**config.mk**
```make
export PLATFORM = sky130hd
export DESIGN_NAME = arc4_prga_encrypt_flat
export DESIGN_NICKNAME = d
export VERILOG_FILES = /design/src/rtl/arc4_prga_encrypt_if.sv /design/src/rtl/arc4_prga_encrypt.sv /design/src/flat_wrapper.sv
export SDC_FILE = /design/constraint.sdc
export NUM_CORES = 1
export LEC_CHECK = 0
export CORE_MARGIN = 2
export CORE_UTILIZATION = 45
export CTS_CLUSTER_DIAMETER = 60
export DETAILED_ROUTE_END_ITERATION = 12
export PLACE_DENSITY_LB_ADDON = 0.12
export SLEW_MARGIN = 25
export SYNTH_ARGS = -nofsm -noshare
export SYNTH_HDL_FRONTEND = slang
export SYNTH_SLANG_ARGS = --single-unit
```
**constraint.sdc**
```tcl
create_clock -name clk -period 4.85 [get_ports clk]
set_input_delay 0.485 -clock clk [delete_from_list [all_inputs] [get_ports clk]]
set_output_delay 0.485 -clock clk [all_outputs]
set_load 0.1 [all_outputs]
```
**src/rtl/arc4_prga_encrypt_if.sv**
```systemverilog
// Bus bundle for the ARC4 PRGA/encrypt stage: start handshake plus S, PT and CT memory ports.
// ARC4_PRGA_KS_TAP_EN adds the keystream tap signals ks_valid/ks_byte.
interface arc4_prga_encrypt_if;
   logic       en;
   logic       rdy;
   logic [7:0] s_addr;
   logic [7:0] s_rddata;
   logic [7:0] s_wrdata;
   logic       s_wren;
   logic [7:0] pt_addr;
   logic [7:0] pt_rddata;
   logic [7:0] ct_addr;
   logic [7:0] ct_wrdata;
   logic       ct_wren;
`ifdef ARC4_PRGA_KS_TAP_EN
   logic       ks_valid;
   logic [7:0] ks_byte;
`endif

   modport master (
      input  en, s_rddata, pt_rddata,
`ifdef ARC4_PRGA_KS_TAP_EN
      output ks_valid, ks_byte,
`endif
      output rdy, s_addr, s_wrdata, s_wren, pt_addr, ct_addr, ct_wrdata, ct_wren
   );

   modport slave (
      output en, s_rddata, pt_rddata,
`ifdef ARC4_PRGA_KS_TAP_EN
      input  ks_valid, ks_byte,
`endif
      input  rdy, s_addr, s_wrdata, s_wren, pt_addr, ct_addr, ct_wrdata, ct_wren
   );
endinterface

```
**src/rtl/arc4_prga_encrypt.sv**
```systemverilog
// ARC4 keystream stage: encrypts a length-prefixed PT message into CT while permuting S.
// Optional keystream tap (ks_valid/ks_byte) is built when ARC4_PRGA_KS_TAP_EN is defined.
module arc4_prga_encrypt #(
   parameter int WRITE_LEN = 1,
   parameter int MAX_LEN   = 255
) (
   input logic                 clk,
   input logic                 rst,
   arc4_prga_encrypt_if.master bus
);
   localparam logic [3:0] IDLE    = 4'd0;
   localparam logic [3:0] LEN_RD  = 4'd1;
   localparam logic [3:0] LEN_LAT = 4'd2;
   localparam logic [3:0] LEN_WR  = 4'd3;
   localparam logic [3:0] SI_RD   = 4'd4;
   localparam logic [3:0] SI_LAT  = 4'd5;
   localparam logic [3:0] SJ_RD   = 4'd6;
   localparam logic [3:0] SJ_LAT  = 4'd7;
   localparam logic [3:0] SWAP_I  = 4'd8;
   localparam logic [3:0] SWAP_J  = 4'd9;
   localparam logic [3:0] PAD_RD  = 4'd10;
   localparam logic [3:0] PAD_LAT = 4'd11;
   localparam logic [3:0] CT_WR   = 4'd12;
   localparam logic [3:0] DONE    = 4'd13;

   localparam logic [7:0] MAX_L    = 8'(MAX_LEN);
   localparam logic       LEN_WREN = (WRITE_LEN != 0);

   function automatic logic [7:0] clamp_len(input logic [7:0] raw);
      return (raw > MAX_L) ? MAX_L : raw;
   endfunction

   logic [3:0] state;
   logic       rdy;
   logic [7:0] s_addr, s_wrdata, pt_addr, ct_addr, ct_wrdata;
   logic       s_wren, ct_wren;
   logic [7:0] i, j, k, len, si, sj;

   assign bus.rdy       = rdy;
   assign bus.s_addr    = s_addr;
   assign bus.s_wrdata  = s_wrdata;
   assign bus.s_wren    = s_wren;
   assign bus.pt_addr   = pt_addr;
   assign bus.ct_addr   = ct_addr;
   assign bus.ct_wrdata = ct_wrdata;
   assign bus.ct_wren   = ct_wren;

`ifdef ARC4_PRGA_KS_TAP_EN
   logic       ks_valid;
   logic [7:0] ks_byte;
   assign bus.ks_valid = ks_valid;
   assign bus.ks_byte  = ks_byte;
`endif

   // Outputs are registered on entry to the state that owns them, so each
   // address is stable for the whole cycle the synchronous RAMs sample it.
   always_ff @(posedge clk or posedge rst) begin
      if (rst) begin
         state     <= IDLE;
         rdy       <= 1'b1;
         s_addr    <= 8'd0;
         s_wrdata  <= 8'd0;
         s_wren    <= 1'b0;
         pt_addr   <= 8'd0;
         ct_addr   <= 8'd0;
         ct_wrdata <= 8'd0;
         ct_wren   <= 1'b0;
         i         <= 8'd0;
         j         <= 8'd0;
         k         <= 8'd0;
         len       <= 8'd0;
         si        <= 8'd0;
         sj        <= 8'd0;
`ifdef ARC4_PRGA_KS_TAP_EN
         ks_valid  <= 1'b0;
         ks_byte   <= 8'd0;
`endif
      end else begin
         s_wren  <= 1'b0;
         ct_wren <= 1'b0;
`ifdef ARC4_PRGA_KS_TAP_EN
         ks_valid <= 1'b0;
`endif
         case (state)
            IDLE: begin
               if (bus.en) begin
                  state   <= LEN_RD;
                  rdy     <= 1'b0;
                  pt_addr <= 8'd0;
                  i       <= 8'd0;
                  j       <= 8'd0;
                  k       <= 8'd1;
               end
            end
            LEN_RD: state <= LEN_LAT;
            LEN_LAT: begin
               len       <= clamp_len(bus.pt_rddata);
               ct_addr   <= 8'd0;
               ct_wrdata <= clamp_len(bus.pt_rddata);
               ct_wren   <= LEN_WREN;
               state     <= LEN_WR;
            end
            LEN_WR: begin
               if (len == 8'd0) begin
                  state <= DONE;
               end else begin
                  i      <= i + 8'd1;
                  s_addr <= i + 8'd1;
                  state  <= SI_RD;
               end
            end
            SI_RD: state <= SI_LAT;
            SI_LAT: begin
               si     <= bus.s_rddata;
               j      <= j + bus.s_rddata;
               s_addr <= j + bus.s_rddata;
               state  <= SJ_RD;
            end
            SJ_RD: state <= SJ_LAT;
            SJ_LAT: begin
               sj       <= bus.s_rddata;
               s_addr   <= i;
               s_wrdata <= bus.s_rddata;
               s_wren   <= 1'b1;
               state    <= SWAP_I;
            end
            SWAP_I: begin
               s_addr   <= j;
               s_wrdata <= si;
               s_wren   <= 1'b1;
               state    <= SWAP_J;
            end
            SWAP_J: begin
               s_addr  <= si + sj;
               pt_addr <= k;
               state   <= PAD_RD;
            end
            PAD_RD: state <= PAD_LAT;
            PAD_LAT: begin
               ct_addr   <= k;
               ct_wrdata <= bus.s_rddata ^ bus.pt_rddata;
               ct_wren   <= 1'b1;
`ifdef ARC4_PRGA_KS_TAP_EN
               ks_valid  <= 1'b1;
               ks_byte   <= bus.s_rddata;
`endif
               state     <= CT_WR;
            end
            CT_WR: begin
               if (k == len) begin
                  state <= DONE;
               end else begin
                  k      <= k + 8'd1;
                  i      <= i + 8'd1;
                  s_addr <= i + 8'd1;
                  state  <= SI_RD;
               end
            end
            DONE: begin
               rdy   <= 1'b1;
               state <= IDLE;
            end
            default: begin
               rdy   <= 1'b1;
               state <= IDLE;
            end
         endcase
      end
   end
endmodule

```
**src/flat_wrapper.sv**
```systemverilog
// flat-port wrapper written by rule: the top's interface ports become plain ports
module arc4_prga_encrypt_flat 
#(
   parameter int WRITE_LEN = 1,
   parameter int MAX_LEN   = 255
)
  (clk, rst, bus_en, bus_s_rddata, bus_pt_rddata, bus_rdy, bus_s_addr, bus_s_wrdata, bus_s_wren, bus_pt_addr, bus_ct_addr, bus_ct_wrdata, bus_ct_wren);
  arc4_prga_encrypt_if bus_i ();
  input logic clk;
  input logic rst;
  input wire logic [$bits(bus_i.en)-1:0] bus_en;
  input wire logic [$bits(bus_i.s_rddata)-1:0] bus_s_rddata;
  input wire logic [$bits(bus_i.pt_rddata)-1:0] bus_pt_rddata;
  output wire logic [$bits(bus_i.rdy)-1:0] bus_rdy;
  output wire logic [$bits(bus_i.s_addr)-1:0] bus_s_addr;
  output wire logic [$bits(bus_i.s_wrdata)-1:0] bus_s_wrdata;
  output wire logic [$bits(bus_i.s_wren)-1:0] bus_s_wren;
  output wire logic [$bits(bus_i.pt_addr)-1:0] bus_pt_addr;
  output wire logic [$bits(bus_i.ct_addr)-1:0] bus_ct_addr;
  output wire logic [$bits(bus_i.ct_wrdata)-1:0] bus_ct_wrdata;
  output wire logic [$bits(bus_i.ct_wren)-1:0] bus_ct_wren;
  assign bus_i.en = bus_en;
  assign bus_i.s_rddata = bus_s_rddata;
  assign bus_i.pt_rddata = bus_pt_rddata;
  assign bus_rdy = bus_i.rdy;
  assign bus_s_addr = bus_i.s_addr;
  assign bus_s_wrdata = bus_i.s_wrdata;
  assign bus_s_wren = bus_i.s_wren;
  assign bus_pt_addr = bus_i.pt_addr;
  assign bus_ct_addr = bus_i.ct_addr;
  assign bus_ct_wrdata = bus_i.ct_wrdata;
  assign bus_ct_wren = bus_i.ct_wren;
  arc4_prga_encrypt #(.WRITE_LEN(WRITE_LEN), .MAX_LEN(MAX_LEN)) u_core (.clk(clk), .rst(rst), .bus(bus_i));
endmodule
```
==> results.toml <==
[sta]
finalSetupViolCount = 0
fmax_mhz = 366
relSlewSlack = 0.317
rsz0062_at_grt = "no"
finalHoldViolCount = 0
period_share = 0.563
fin_crit_ns = 2.73
finalHoldWorstSlack_ns = 0.463
slew_violations = 0
tns_ns = 0
tightest_slew_ns = 1.02
skew_ns = 0.00899

[logic_synthesis]
ys_ff_latch = 95
yosysMostFrequentCell = "dfrtp_1"
synth_top_area_frac = 0.452
synth.cell_area_um2 = 5200
synth_flop_cell = "dfrtp_1"
synthesis.nets = 566
seq_area_frac_synth = 0.457
synth-edff-count = 0
synth_area_leaders = "dfrtp_1 (45%), nand2_1 (6.2%), ha_1 (3.8%), mux2_2 (3.7%), o21ai_0 (3.4%)"
yosys_warnings = 0
async_flop_share = 1.00
synth_cell_types = 64
yosysTopAreaCell = "dfrtp_1"
ys_top_cells_by_count = "dfrtp_1 (94), nand2_1 (86), nor2_1 (40)"
postSynthAreaPerCell_um2 = 9.84
netlist_instances = 529

[layout]
nets = 618
n_fill_cell = 1037
drive_gt1_frac = 0.111
n_antenna_cell = 0
area_growth_pct = 19.2
fin_cells = 728

[cts]
postCtsSetupBuffers = 0
htreeDepth = 3
cts.hold.buffers_added = 0
numCtsBuffers = 9
cts_tree = "done"
worstSkewPairLatency_ns = 0.35
cts.clk_slew.worst_paths_ns = 0.07
cts_max_path_buffers = 2
cts_resized = 0
cts_root_buffer = "clkbuf_16"
cts.sinks = 95

[route]
first_pass_iters = 4
routed_via_density = 5.68
wirelength_um = 12800
wl_per_cell_um = 17.6
via_count = 4136
final_antenna_net_count = 0
drtIter0Drc = 235
route.detailed.drc = 0

[global_routing]
grt_pass1_vias = 4187
grt_max_degree = 60
grt_pass1_wl_um = 22000
overflow = 0
busiest_layer = "met2"
antenna_found_initial = 0
use_met2 = 0.352
grtUsageMet3 = 0.0354
grt_usage = 0.221
grt_util_met1 = 0.303

[floorplan]
coreArea_um2 = 11400
die_y_um = 112
dieWidth_um = 112
rows = 39
pin_count = 62
die_area_um2 = 12400
initial_utilization = 0.458

[hold_path]
hold_path.class = "register to register"

[setup_path]
crit_path_max_fanout = 19
end_kind = "register"
critPathRequiredTime_ns = 5.13
cp.arrival_ns = 3.01
crit_type = "register to register"
start_kind = "register"

[job]
maxCapViolations = 0

[place]
dp.cells = 713
gp_congestion = 0.870
dp_hpwl_um = 9100
io_buffers = 61

[outcome]
status = "finished, final reports clean"
-- layer usage --
layer / vias to the layer above / share of wire
met5: - / 0
met4: 0 / 0.024
met3: 20 / 0.031
met2: 73 / 0.48
met1: 2040 / 0.46
li1: 2003 / -
-- sequential cells by signal, summed over array words and instances, names as in the netlist --
signal and cells:
u_core.bus.ct_addr 8, u_core.bus.ct_wrdata 8, u_core.bus.pt_addr 8, u_core.bus.s_addr 8, u_core.bus.s_wrdata 8, u_core.i 8, u_core.j 8, u_core.k 8
u_core.len 8, u_core.si 8, u_core.sj 8, u_core.state 4, u_core.bus.ct_wren 1, u_core.bus.rdy 1, u_core.bus.s_wren 1
-- critical path, stage by stage, from the launching register on --
cell and delay, ns:
dfrtp_1 0.75, nand2b_1 0.31, nor3b_2 0.88, o21ai_0 0.23, o21ai_0 0.25, o21ai_0 0.12, o21ai_1 0.12
-- final timing paths --
kind	startpoint	endpoint	slack (ns)	cells past startpoint
max	u_core.state[3]	u_core.bus.s_addr[4]	2.12	6
min	u_core.bus.s_wrdata[1]	u_core.bus.s_wrdata[1]	0.46	2
max reg2reg	u_core.state[3]	u_core.bus.s_addr[4]	2.12	6
min reg2reg	u_core.bus.s_wrdata[1]	u_core.bus.s_wrdata[1]	0.46	2
max in group asynchronous	rst	u_core.i[5]	3.14	3
min in group asynchronous	rst	u_core.bus.ct_wrdata[3]	0.51	2
-- cell usage in the layout (no fill, tap or decap), types with 7 or more instances in the layout --
| cell type | count |
|---|---|
| dfrtp_1 | 94 |
| nand2_1 | 86 |
| clkdlybuf4s50_1 | 61 |
| nor2_1 | 40 |
| o21ai_0 | 35 |
| nand3_1 | 22 |
| xor2_1 | 20 |
| a21oi_1 | 18 |
| mux2_2 | 17 |
| ha_1 | 16 |
| a22oi_1 | 10 |
| a21o_1 | 10 |
| a22o_1 | 9 |
| clkbuf_16 | 9 |
| o221a_2 | 8 |
| a211oi_1 | 7 |
| o21bai_1 | 7 |
-- area by class of cell --
cell class,instances,area (µm²),area share
multi-input cells,404,2690,0.433
flip-flops and latches,95,2380,0.383
inverters,7,27.5,0.00444
clock inverters,3,42.5,0.00686
well taps,143,179,0.0288
clock buffers,12,256,0.0413
repair buffers,64,633,0.102
-- through the flow --
step           area (µm²)   util  worst slack [ns]
2_1_floorplan        5200      -              1.89
3_3_place_gp         5900  0.519              1.90
3_5_place_dp         5900  0.519              1.86
4_1_cts              6200  0.545              2.21
5_1_grt              6200  0.546              1.83
6_report             6200  0.546              2.12
-- cells by family after synthesis --
family | Yosys count | synth area share
DFF | 95 | 0.457
AOI/OAI and AO/OA | 135 | 0.179
muxes | 21 | 0.0445
and+or+nand+nor | 204 | 0.201
xor gates and xnor gates | 26 | 0.0438
adders and majority gates | 18 | 0.0462
buffers and inverters | 30 | 0.0279
Power is left out: the tool's default activity adds up to more than one toggle a clock period on the data nets, which glitch-free logic cannot reach.
